## config.mk

```make
export PLATFORM = sky130hd
export DESIGN_NAME = l1_mem_arbiter_flat
export DESIGN_NICKNAME = d
export VERILOG_FILES = /design/src/rtl/l1_mem_arbiter_pkg.sv /design/src/rtl/l1_mem_arbiter_if.sv /design/src/rtl/l1_mem_arbiter_sat_counter.sv /design/src/rtl/l1_mem_arbiter.sv /design/src/flat_wrapper.sv
export SDC_FILE = /design/constraint.sdc
export NUM_CORES = 1
export LEC_CHECK = 0
export CORE_AREA = 2 2 284 286
export CTS_CLUSTER_DIAMETER = 200
export DETAILED_ROUTE_END_ITERATION = 8
export DIE_AREA = 0 0 286 288
export SYNTH_ARGS = -nofsm -noshare
export SYNTH_HDL_FRONTEND = slang
export SYNTH_SLANG_ARGS = --single-unit
```

## constraint.sdc

```tcl
create_clock -name clk -period 3.3 [get_ports clk]
set_input_delay 0.99 -clock clk [delete_from_list [all_inputs] [get_ports clk]]
set_output_delay 0.99 -clock clk [all_outputs]
set_load 0.05 [all_outputs]
```

## src/rtl/l1_mem_arbiter_pkg.sv

```systemverilog
// Shared types for the L1 memory arbiter: the LC-3b word/line types plus the
// arbiter state and owner encodings, and the tie-break helper.
package l1_mem_arbiter_pkg;

  typedef logic [15:0]  lc3b_word;
  typedef logic [127:0] l1_cache_line;

  typedef enum logic [1:0] {
    IDLE    = 2'd0,
    SERVE_I = 2'd1,
    SERVE_D = 2'd2
  } arb_state_t;

  typedef enum logic {
    OWNER_I = 1'b0,
    OWNER_D = 1'b1
  } arb_owner_t;

  // Winner when both caches request in the same IDLE cycle. Round-robin hands
  // the port to whoever did not own it last; fixed priority always favours D.
  function automatic arb_owner_t tie_winner(input arb_owner_t last_owner,
                                            input bit         rr_enable);
    arb_owner_t win;
    win = OWNER_D;
    if (rr_enable && (last_owner == OWNER_D)) begin
      win = OWNER_I;
    end
    return win;
  endfunction

endpackage

```

## src/rtl/l1_mem_arbiter_if.sv

```systemverilog
// Bundle of the three handshakes around the arbiter: I-cache side, D-cache
// side and the shared downstream (write buffer source) port.
interface l1_mem_arbiter_if;
  import l1_mem_arbiter_pkg::*;

  // I-cache side
  logic         icache_read;
  lc3b_word     icache_addr;
  l1_cache_line icache_rdata;
  logic         icache_resp;

  // D-cache side
  logic         dcache_read;
  logic         dcache_write;
  lc3b_word     dcache_addr;
  l1_cache_line dcache_wdata;
  l1_cache_line dcache_rdata;
  logic         dcache_resp;

  // Shared downstream port
  logic         arb_read;
  logic         arb_write;
  lc3b_word     arb_addr;
  l1_cache_line arb_wdata;
  l1_cache_line arb_rdata;
  logic         arb_resp;

  // Arbiter view: it masters the downstream port and serves both caches.
  modport master (
    input  icache_read, icache_addr,
    output icache_rdata, icache_resp,
    input  dcache_read, dcache_write, dcache_addr, dcache_wdata,
    output dcache_rdata, dcache_resp,
    output arb_read, arb_write, arb_addr, arb_wdata,
    input  arb_rdata, arb_resp
  );

  // Environment view: caches and the downstream buffer.
  modport slave (
    output icache_read, icache_addr,
    input  icache_rdata, icache_resp,
    output dcache_read, dcache_write, dcache_addr, dcache_wdata,
    input  dcache_rdata, dcache_resp,
    input  arb_read, arb_write, arb_addr, arb_wdata,
    output arb_rdata, arb_resp
  );

endinterface

```

## src/rtl/l1_mem_arbiter_sat_counter.sv

```systemverilog
// Saturating up-counter used for per-requester grant statistics. Holds at
// all-ones instead of wrapping so a long run never reads as "few grants".
module sat_counter #(
  parameter int WIDTH = 16
) (
  input  logic             clk,
  input  logic             reset,
  input  logic             inc_i,
  output logic [WIDTH-1:0] count_o
);

  logic [WIDTH-1:0] count_q;
  logic [WIDTH-1:0] count_d;

  // Next count: bump on enable unless already saturated.
  always_comb begin
    count_d = count_q;
    if (inc_i && (count_q != {WIDTH{1'b1}})) begin
      count_d = count_q + WIDTH'(1);
    end
  end

  // Count register with synchronous clear.
  always_ff @(posedge clk) begin
    if (reset) begin
      count_q <= '0;
    end else begin
      count_q <= count_d;
    end
  end

  assign count_o = count_q;

endmodule

```

## src/rtl/l1_mem_arbiter.sv

```systemverilog
// Two-way arbiter sharing the write buffer's source port between the L1
// I-cache and D-cache. One owner at a time, grant held until the downstream
// response; at least one IDLE cycle between grants.
//
// state   | meaning
// IDLE    | no downstream request driven, arbitrating
// SERVE_I | I-cache owns the downstream port
// SERVE_D | D-cache owns the downstream port
module l1_mem_arbiter
  import l1_mem_arbiter_pkg::*;
#(
  parameter bit RR_ENABLE = 1'b1,
  parameter int CNT_WIDTH = 16
) (
  input  logic                 clk,
  input  logic                 reset,
  l1_mem_arbiter_if.master     bus,
  output logic [CNT_WIDTH-1:0] i_grant_count,
  output logic [CNT_WIDTH-1:0] d_grant_count
);

  arb_state_t state_q, state_d;
  arb_owner_t last_q, last_d;
  logic       req_i;
  logic       req_d;
  logic       grant_i;
  logic       grant_d;

  assign req_i = bus.icache_read;
  assign req_d = bus.dcache_read | bus.dcache_write;

  // Next-state and last-owner selection. Requests are only sampled in IDLE,
  // which is what gives the one-cycle arbitration latency and the IDLE gap.
  always_comb begin
    state_d = state_q;
    last_d  = last_q;
    unique case (state_q)
      IDLE: begin
        if (req_i && req_d) begin
          if (tie_winner(last_q, RR_ENABLE) == OWNER_D) begin
            state_d = SERVE_D;
          end else begin
            state_d = SERVE_I;
          end
        end else if (req_i) begin
          state_d = SERVE_I;
        end else if (req_d) begin
          state_d = SERVE_D;
        end
      end
      // A requester dropping early abandons the transaction rather than
      // leaving the port owned by nobody.
      SERVE_I: begin
        if (bus.arb_resp || !req_i) begin
          state_d = IDLE;
        end
      end
      SERVE_D: begin
        if (bus.arb_resp || !req_d) begin
          state_d = IDLE;
        end
      end
      default: state_d = IDLE;
    endcase

    if (state_d == SERVE_I && state_q == IDLE) begin
      last_d = OWNER_I;
    end else if (state_d == SERVE_D && state_q == IDLE) begin
      last_d = OWNER_D;
    end
  end

  // State and last-owner registers; reset leaves last owner at I so the
  // first tie goes to D.
  always_ff @(posedge clk) begin
    if (reset) begin
      state_q <= IDLE;
      last_q  <= OWNER_I;
    end else begin
      state_q <= state_d;
      last_q  <= last_d;
    end
  end

  assign grant_i = (state_q == IDLE) && (state_d == SERVE_I);
  assign grant_d = (state_q == IDLE) && (state_d == SERVE_D);

  // Downstream steering and response routing. Controls follow the owner
  // combinationally so an early drop deasserts the port in the same cycle.
  // Write data always comes from the D-cache; it is ignored on I-cache reads.
  always_comb begin
    bus.arb_read    = 1'b0;
    bus.arb_write   = 1'b0;
    bus.arb_addr    = '0;
    bus.arb_wdata   = bus.dcache_wdata;
    bus.icache_resp = 1'b0;
    bus.dcache_resp = 1'b0;
    unique case (state_q)
      SERVE_I: begin
        bus.arb_read    = bus.icache_read;
        bus.arb_addr    = bus.icache_addr;
        bus.icache_resp = bus.arb_resp;
      end
      SERVE_D: begin
        bus.arb_read    = bus.dcache_read;
        bus.arb_write   = bus.dcache_write;
        bus.arb_addr    = bus.dcache_addr;
        bus.dcache_resp = bus.arb_resp;
      end
      default: begin
        bus.arb_read = 1'b0;
      end
    endcase
  end

  // Read data is broadcast; only the resp strobes qualify it.
  assign bus.icache_rdata = bus.arb_rdata;
  assign bus.dcache_rdata = bus.arb_rdata;

  sat_counter #(.WIDTH(CNT_WIDTH)) u_i_cnt (
    .clk     (clk),
    .reset   (reset),
    .inc_i   (grant_i),
    .count_o (i_grant_count)
  );

  sat_counter #(.WIDTH(CNT_WIDTH)) u_d_cnt (
    .clk     (clk),
    .reset   (reset),
    .inc_i   (grant_d),
    .count_o (d_grant_count)
  );

endmodule

```

## src/flat_wrapper.sv

```systemverilog
// flat-port wrapper written by rule: the top's interface ports become plain ports
module l1_mem_arbiter_flat import l1_mem_arbiter_pkg::*;
#(
  parameter bit RR_ENABLE = 1'b1,
  parameter int CNT_WIDTH = 16
)
  (clk, reset, i_grant_count, d_grant_count, bus_icache_read, bus_icache_addr, bus_icache_rdata, bus_icache_resp, bus_dcache_read, bus_dcache_write, bus_dcache_addr, bus_dcache_wdata, bus_dcache_rdata, bus_dcache_resp, bus_arb_read, bus_arb_write, bus_arb_addr, bus_arb_wdata, bus_arb_rdata, bus_arb_resp);
  l1_mem_arbiter_if bus_i ();
  input  logic clk;
  input  logic reset;
  output logic [CNT_WIDTH-1:0] i_grant_count;
  output logic [CNT_WIDTH-1:0] d_grant_count;
  input wire logic [$bits(bus_i.icache_read)-1:0] bus_icache_read;
  input wire logic [$bits(bus_i.icache_addr)-1:0] bus_icache_addr;
  output wire logic [$bits(bus_i.icache_rdata)-1:0] bus_icache_rdata;
  output wire logic [$bits(bus_i.icache_resp)-1:0] bus_icache_resp;
  input wire logic [$bits(bus_i.dcache_read)-1:0] bus_dcache_read;
  input wire logic [$bits(bus_i.dcache_write)-1:0] bus_dcache_write;
  input wire logic [$bits(bus_i.dcache_addr)-1:0] bus_dcache_addr;
  input wire logic [$bits(bus_i.dcache_wdata)-1:0] bus_dcache_wdata;
  output wire logic [$bits(bus_i.dcache_rdata)-1:0] bus_dcache_rdata;
  output wire logic [$bits(bus_i.dcache_resp)-1:0] bus_dcache_resp;
  output wire logic [$bits(bus_i.arb_read)-1:0] bus_arb_read;
  output wire logic [$bits(bus_i.arb_write)-1:0] bus_arb_write;
  output wire logic [$bits(bus_i.arb_addr)-1:0] bus_arb_addr;
  output wire logic [$bits(bus_i.arb_wdata)-1:0] bus_arb_wdata;
  input wire logic [$bits(bus_i.arb_rdata)-1:0] bus_arb_rdata;
  input wire logic [$bits(bus_i.arb_resp)-1:0] bus_arb_resp;
  assign bus_i.icache_read = bus_icache_read;
  assign bus_i.icache_addr = bus_icache_addr;
  assign bus_icache_rdata = bus_i.icache_rdata;
  assign bus_icache_resp = bus_i.icache_resp;
  assign bus_i.dcache_read = bus_dcache_read;
  assign bus_i.dcache_write = bus_dcache_write;
  assign bus_i.dcache_addr = bus_dcache_addr;
  assign bus_i.dcache_wdata = bus_dcache_wdata;
  assign bus_dcache_rdata = bus_i.dcache_rdata;
  assign bus_dcache_resp = bus_i.dcache_resp;
  assign bus_arb_read = bus_i.arb_read;
  assign bus_arb_write = bus_i.arb_write;
  assign bus_arb_addr = bus_i.arb_addr;
  assign bus_arb_wdata = bus_i.arb_wdata;
  assign bus_i.arb_rdata = bus_arb_rdata;
  assign bus_i.arb_resp = bus_arb_resp;
  l1_mem_arbiter #(.RR_ENABLE(RR_ENABLE), .CNT_WIDTH(CNT_WIDTH)) u_core (.clk(clk), .reset(reset), .bus(bus_i), .i_grant_count(i_grant_count), .d_grant_count(d_grant_count));
endmodule
```

==> results of run 1 <==
## layout make-up
| type | count | area share |
|---|---|---|
| Clock buffer | 6 | 0.02871 |
| Clock inverter | 2 | 0.003363 |
| Inverter | 6 | 0.004656 |
| Multi-Input combinational cell | 216 | 0.2830 |
| Sequential cell | 35 | 0.1449 |
| Tap cell | 1060 | 0.2742 |
| Timing Repair Buffer | 113 | 0.2613 |
## cell families after synthesis
| kind of cell | count (synthesis) | synth area share |
|---|---|---|
| buf+inv | 408 | 0.5908 |
| flops | 35 | 0.1385 |
| compound gates | 85 | 0.1064 |
| simple gates | 122 | 0.1428 |
| fa+ha+maj | 6 | 0.01484 |
| mux | 3 | 0.006679 |
## worst reg2reg max path: stages, from the launching register on
cell and delay, ns:
dfxtp_1 0.35, inv_1 0.11, ha_1 0.14, buf_4 0.28, nand2_2 0.11, a211o_1 0.30
a2111o_1 0.42, buf_4 0.20, buf_4 0.16, or4_1 0.46, a21oi_1 0.15
## power breakdown
part           switching (mW)  internal (mW)  leakage, nW
combinational           0.224          0.197        0.850
clock                   0.199          0.302       0.0731
sequential             0.0116          0.433        0.283
## stage by stage
stage	setup slack, ns	instances
CTS	0.1751	1438
finish	0.1598	1438
global route	0.05559	1438
floorplan	0.3623	659
detailed placement	-0.1262	1430
global placement	-0.1346	1430
## sequential cells by signal, summed over array words and instances (netlist names)
name	flops
u_core.u_d_cnt.count_o	16
u_core.u_i_cnt.count_o	16
u_core.state_q	2
u_core.last_q	1
## final timing paths
kind                                                 from                                       to  slack (ns)  cells past startpoint
setup / recovery                         bus_dcache_write  u_core.u_d_cnt.count_o[12]$_SDFFE_PP0P_        0.16                      8
hold / removal    u_core.u_i_cnt.count_o[10]$_SDFFE_PP0P_  u_core.u_i_cnt.count_o[10]$_SDFFE_PP0P_        0.50                      2
setup reg to reg             u_core.state_q[1]$_SDFF_PP0_  u_core.u_d_cnt.count_o[12]$_SDFFE_PP0P_        0.55                     10
hold reg to reg   u_core.u_i_cnt.count_o[10]$_SDFFE_PP0P_  u_core.u_i_cnt.count_o[10]$_SDFFE_PP0P_        0.50                      2
## cells in the mapped netlist, drive strengths merged
library cell	n	area, µm²
a22oi	16	120.1
nor3	7	35.03
nand3b	1	7.510
buf	386	2905
or4	14	105.1
dfxtp	35	700.7
o2111ai	1	8.760
o211ai	2	15.01
a21boi	1	7.510
or2	1	6.260
or3b	1	8.760
a2111o	1	11.26
o21ai	18	90.08
a21oi	27	135.1
and3	3	18.77
mux2	3	33.78
o31ai	11	82.58
clkbuf	16	60.06
nor3b	3	22.52
nand2b	2	12.51
nand3	10	50.05
nand4	9	56.30
a2bb2oi	1	8.760
nand2	13	51.30
a211o	1	8.760
a211oi	2	15.01
and2	5	31.28
nor4	1	6.260
ha	6	75.07
and4	4	35.03
or3	16	100.1
nor2	10	37.54
inv	6	22.52
nor2b	22	137.6
o41ai	3	26.28
a221oi	1	8.760
## routing by layer
layer	share of wire	track usage	vias to the layer above
met2	0.39	0.06646	371
li1	-	-	1252
met1	0.30	0.04196	1280
met5	0	0	-
met3	0.19	0.03906	186
met4	0.12	0.05393	0
==> metrics.txt, run 1 <==
Syn Area/Cell 7.674 µm²; CTS sink cnt 35; final design utilization 0.06074; WL per Instance between 15 and 20 µm; area of the multi-input gates 1369 µm²; critical path arrival 3.34 ns; worst hold-check path type reg -> reg; Worst Path Buf+Inv 3; GRT Total Usage 0.04848; Least-Margin Pin Slew slightly above 0.7 ns; cts bufs inserted 5; RSZ-0062 raised after global routing no; first-pass GRT wire length 27020 µm; Rows about 100; TritonRoute pass-1 iters 4; Tcrit/Tclk final 0.9516; final setup vio count 0; Die ar. between 80000 and 90000 µm²; DRT iter0 DRCs 121; fin area a little under 5000 µm²; Post-CTS Hold Buffers 0; CORE AREA ~80000 µm²; antenna diode count 0; Seq cells post-synth 35; fill count 9436; Area after DPL 4682 µm²; Worst path top cell family by delay compound AO/OA/AOI/OAI gates; pin count of the biggest net entering global routing 20; final hold vios 0; area grow syn2layout -4.354%; critical-path cell list clkdlybuf4s50_1 > o21ai_0 > a211o_1 > a2111o_1 > buf_4 > buf_4 > or4_1 > a21oi_1; Clock Pin Slew Worst Setup and Hold Paths approximately 0.070 ns; mapped cell area 5057 µm²; fraction of layout cells with a size suffix above 1 0.1746; chip height 288 µm; final layout net count slightly below 700; critical path class in -> reg; IO Pins 730; worst vdd ir 0.1999 mV; global route overflow 0; TNS Setup 0 ns; status completed; Unique masters post-synth 39; gpl congestion roughly 0.73; clock latency on the worst-skew pair just under 0.3 ns; Detail Route Antenna Nets 0; LEAKAGE approximately 1.2 nW; CTS Buffer Depth 2; Root Driver clkbuf_16; starting density of the core 0.06351; routed wire length between 20000 and 25000 µm; CP Launch Type input pin; highest-count cells in the layout ignoring fill and taps clkdlybuf4s50_1, dfxtp_1, buf_4; Gate Count Post-Synth 659; Hold Slack ~0.50 ns; Synth Warn # 0; most used cell, CP buf_4; Max-cap violations 0; fin. max-slew vios 0; Max transition margin 0.5123; DP HPWL 18230 µm; Reg area roughly 700 µm²; Port Buffers 89; DR DRC count 0; slowest stage cell on the critical path clkdlybuf4s50_1; Max stage delay on crit path 0.49 ns; antenna violations before repair 2; clk_skew 0.01028 ns; CTS H-Tree Depth 2; fin crit period about 3.1 ns; vias per cell 2.148; CTS tree done; Max Fclk between 300 and 400 MHz; number of global-route vias before repair between 2000 and 3000; most common cell after layout, fill and taps aside clkdlybuf4s50_1; critical path required time around 3.5 ns; element type at the critical path end flip-flop; post-CTS sizing 0; net count after synthesis ~960; pwr dens approximately 280 nW/µm²; register area share after synthesis 0.1385; crit path max fanout 12; routed vias just over 3000; Die Wd approximately 290 µm; post-CTS setup buffer count 0; Pwr Total ~1.4 mW
Power figures use the tool's default switching activity.
==> run 2, diff against run 1 <==
--- a/config.mk
+++ b/config.mk
@@ -5,10 +5,10 @@
 export SDC_FILE = /design/constraint.sdc
 export NUM_CORES = 1
 export LEC_CHECK = 0
-export CORE_AREA = 2 2 284 286
+export CORE_AREA = 2 2 287 289
 export CTS_CLUSTER_DIAMETER = 200
 export DETAILED_ROUTE_END_ITERATION = 8
-export DIE_AREA = 0 0 286 288
+export DIE_AREA = 0 0 289 291
 export SYNTH_ARGS = -nofsm -noshare
 export SYNTH_HDL_FRONTEND = slang
 export SYNTH_SLANG_ARGS = --single-unit
==> constraint.sdc (replaced) <==
create_clock -name clk -period 3.65 [get_ports clk]
set_input_delay 1.095 -clock clk [delete_from_list [all_inputs] [get_ports clk]]
set_output_delay 1.095 -clock clk [all_outputs]
set_load 0.05 [all_outputs]
==> run 2 against run 1 <==
Effect of this change:
- largest power group unchanged
- global-route usage is 0.49 points lower
- die area is 2.1% higher
- first-iteration DRC count is 41% higher
- via count hardly changed
- sequential cell count stayed put
==> metrics.txt, run 2 (synthesized netlist as in run 1, its figures left out) <==
global route overflow 0 (unchanged); Least-Margin Pin Slew 0.8360 ns (+0.1101 ns); CTS sink cnt 35 (unchanged); final layout net count 661 (-2.4%); critical path required time 2.55 ns (-0.95 ns); chip height 291 µm (+1.0%); reg-to-reg startpoint u_core.state_q[0]$_SDFF_PP0_; first-pass GRT wire length 25130 µm (-7.0%); fill count 9656 (+2.3%); Max Fclk around 300 MHz; CTS tree done; Worst Path Buf+Inv 3 (unchanged); reg2reg end u_core.u_i_cnt.count_o[14]$_SDFFE_PP0P_; DRT iter0 DRCs 171 (+41%); P_int 877.2 µW (-5.8%); Worst Setup Slack post-DPL 0.08748 ns (+0.2136 ns); Clk pwr share 0.405 (+0.038); Pwr Total 1.271 mW (-6.9%); vias per cell 2.157 (+0.41%); Tcrit/Tclk final 0.9023; area grow syn2layout -5.443%; CP Capture Point bus_arb_read; LEAKAGE 1.131 nW (-6.3%); gpl congestion 0.6927 (-5.5%); DP HPWL 16460 µm (-9.7%); critical path class in -> out; post-CTS setup buffer count 0 (unchanged); pin count of the biggest net entering global routing 40 (+100%); CP Launch Type input pin; Die ar. 84100 µm² (+2.1%); Max-cap violations 0 (unchanged); CTS Buffer Depth 2 (unchanged); fin. max-slew vios 0 (unchanged); clk_skew 0.004970 ns (-0.005312 ns); Critical Path Stages 5 (-3); Setup crit start bus_icache_read; Hold Slack 0.5016 ns (+0.003769 ns); cts bufs inserted 5 (unchanged); routed wire length 19840 µm (-9.4%); critical-path cell list clkdlybuf4s50_1 > nand2_2 > a21boi_0 > buf_4 > buf_12; Die Wd 289 µm (+1.0%); Rows 105 (+0.96%); sw power 394.1 µW (-9.3%); TNS Setup 0 ns (unchanged); antenna violations before repair 1 (-1); CTS H-Tree Depth 2 (unchanged); fraction of layout cells with a size suffix above 1 0.1160 (-0.05858); highest-count cells in the layout ignoring fill and taps clkdlybuf4s50_1, dfxtp_1, a21oi_1; Clock Pin Slew Worst Setup and Hold Paths 0.06 ns (about the same); part of the power in registers 0.315 (-0.010); Net Sw Frac 0.3100 (-0.007937); pwr dens 265.9 nW/µm² (-5.9%); worst vdd ir 0.2550 mV (+28%); area of the multi-input gates 1369 µm² (unchanged); status completed; final hold vios 0 (unchanged); final worst slack 0.3567 ns (+0.1969 ns); logic gate share of total power 0.280 (-0.028); Detail Route Antenna Nets 0 (unchanged); WL per Instance 13.85 µm (-9.0%); Worst R2R Path Depth 8 (-2); slowest stage cell on the critical path clkdlybuf4s50_1; post-CTS sizing 0 (unchanged); CORE AREA 81190 µm² (+2.0%); placed cells 1424 (-0.42%); number of global-route vias before repair 3040 (+2.4%); Root Driver clkbuf_16; Max transition margin 0.4409 (-0.07140); Worst path top cell family by delay buffers and inverters; final setup vio count 0 (unchanged); Reg area 700.7 µm² (unchanged); Hold Crit Depth 2 (unchanged); worst hold-check path type reg -> reg; Post-CTS Hold Buffers 0 (unchanged); Port Buffers 89 (unchanged); critical path arrival 2.20 ns (-1.14 ns); DR DRC count 0 (unchanged); starting density of the core 0.06229 (-0.001216); clock latency on the worst-skew pair 0.29 ns (about the same); routed vias 3091 (+0.065%); TritonRoute pass-1 iters 5 (+1); fin crit period roughly 3.3 ns; Max stage delay on crit path 0.55 ns (+0.06 ns); IO Pins 730 (unchanged); most common cell after layout, fill and taps aside clkdlybuf4s50_1; fin cells 1433 (-0.35%); element type at the critical path end output port; RSZ-0062 raised after global routing no; GRT Total Usage 0.04362 (-0.004859); crit path max fanout 4 (-8); r2r setup slk 0.92 ns (+0.37 ns)
==> run 2: cell count changes in the layout (fill, tap and decap cells not counted) <==
cell / previous run / this run
buf_4: 31 / 6
clkdlybuf4s50_1: 61 / 69
a21boi_0: 0 / 1
a21boi_1: 1 / 0
buf_12: 21 / 22
bufinv_16: 0 / 1
clkbuf_8: 1 / 0
clkinvlp_4: 1 / 0
diode_2: 0 / 1
inv_6: 0 / 1
==> run 2: worst min-delay path by stage <==
stage / endpoint / from / slack [ns]
floorplan: u_core.last_q$_SDFFE_PP0P_ / u_core.last_q$_SDFFE_PP0P_ / 0.48
global placement: u_core.u_i_cnt.count_o[6]$_SDFFE_PP0P_ / u_core.u_i_cnt.count_o[6]$_SDFFE_PP0P_ / 0.49
detailed placement: u_core.u_d_cnt.count_o[10]$_SDFFE_PP0P_ / u_core.u_d_cnt.count_o[10]$_SDFFE_PP0P_ / 0.49
CTS: u_core.u_i_cnt.count_o[6]$_SDFFE_PP0P_ / u_core.u_i_cnt.count_o[6]$_SDFFE_PP0P_ / 0.51
global route: u_core.u_i_cnt.count_o[1]$_SDFFE_PP0P_ / u_core.u_i_cnt.count_o[1]$_SDFFE_PP0P_ / 0.54
finish: u_core.u_i_cnt.count_o[10]$_SDFFE_PP0P_ / u_core.u_i_cnt.count_o[10]$_SDFFE_PP0P_ / 0.50
==> run 2: power groups by stage <==
| stage | clock network [mW] | logic [mW] | registers [mW] |
|---|---|---|---|
| after floorplan | 0 | 1.30 | 0.422 |
| after global placement | 0 | 0.359 | 0.410 |
| after detailed placement | 0 | 0.360 | 0.410 |
| after CTS | 0.536 | 0.361 | 0.401 |
| after global routing | 0.546 | 0.381 | 0.403 |
| final | 0.515 | 0.356 | 0.401 |
==> run 2: cell type report <==
class,count,share of cell area
inverters,6,0.004710
multi-input cells,216,0.2862
flip-flops and latches,35,0.1465
clock inverters,3,0.009942
well taps,1070,0.2800
diodes,1,0.0005233
repair buffers,97,0.2459
clock buffers,5,0.02616
==> run 2: through the flow <==
stage | instance area, µm² | utilization
CTS | 4780 | 0.05887
finish | 4782 | 0.05890
global placement | 4607 | 0.05674
detailed placement | 4607 | 0.05674
global route | 4780 | 0.05887
floorplan | 5057 | -
==> run 2: layer usage <==
| metal | wire length (µm) | GRT usage | vias to the layer above |
|---|---|---|---|
| met5 | 66 | 0.004070 | - |
| met4 | 2553 | 0.05532 | 4 |
| met3 | 3597 | 0.03119 | 226 |
| met2 | 7810 | 0.05817 | 381 |
| met1 | 5817 | 0.03813 | 1257 |
| li1 | - | - | 1223 |
==> run 2: worst min-delay path: cells and delay by family, from the launching register on <==
kind           cells  cell delay [ns]
AO/OA/AOI/OAI      2             0.13
flip-flops         1             0.33
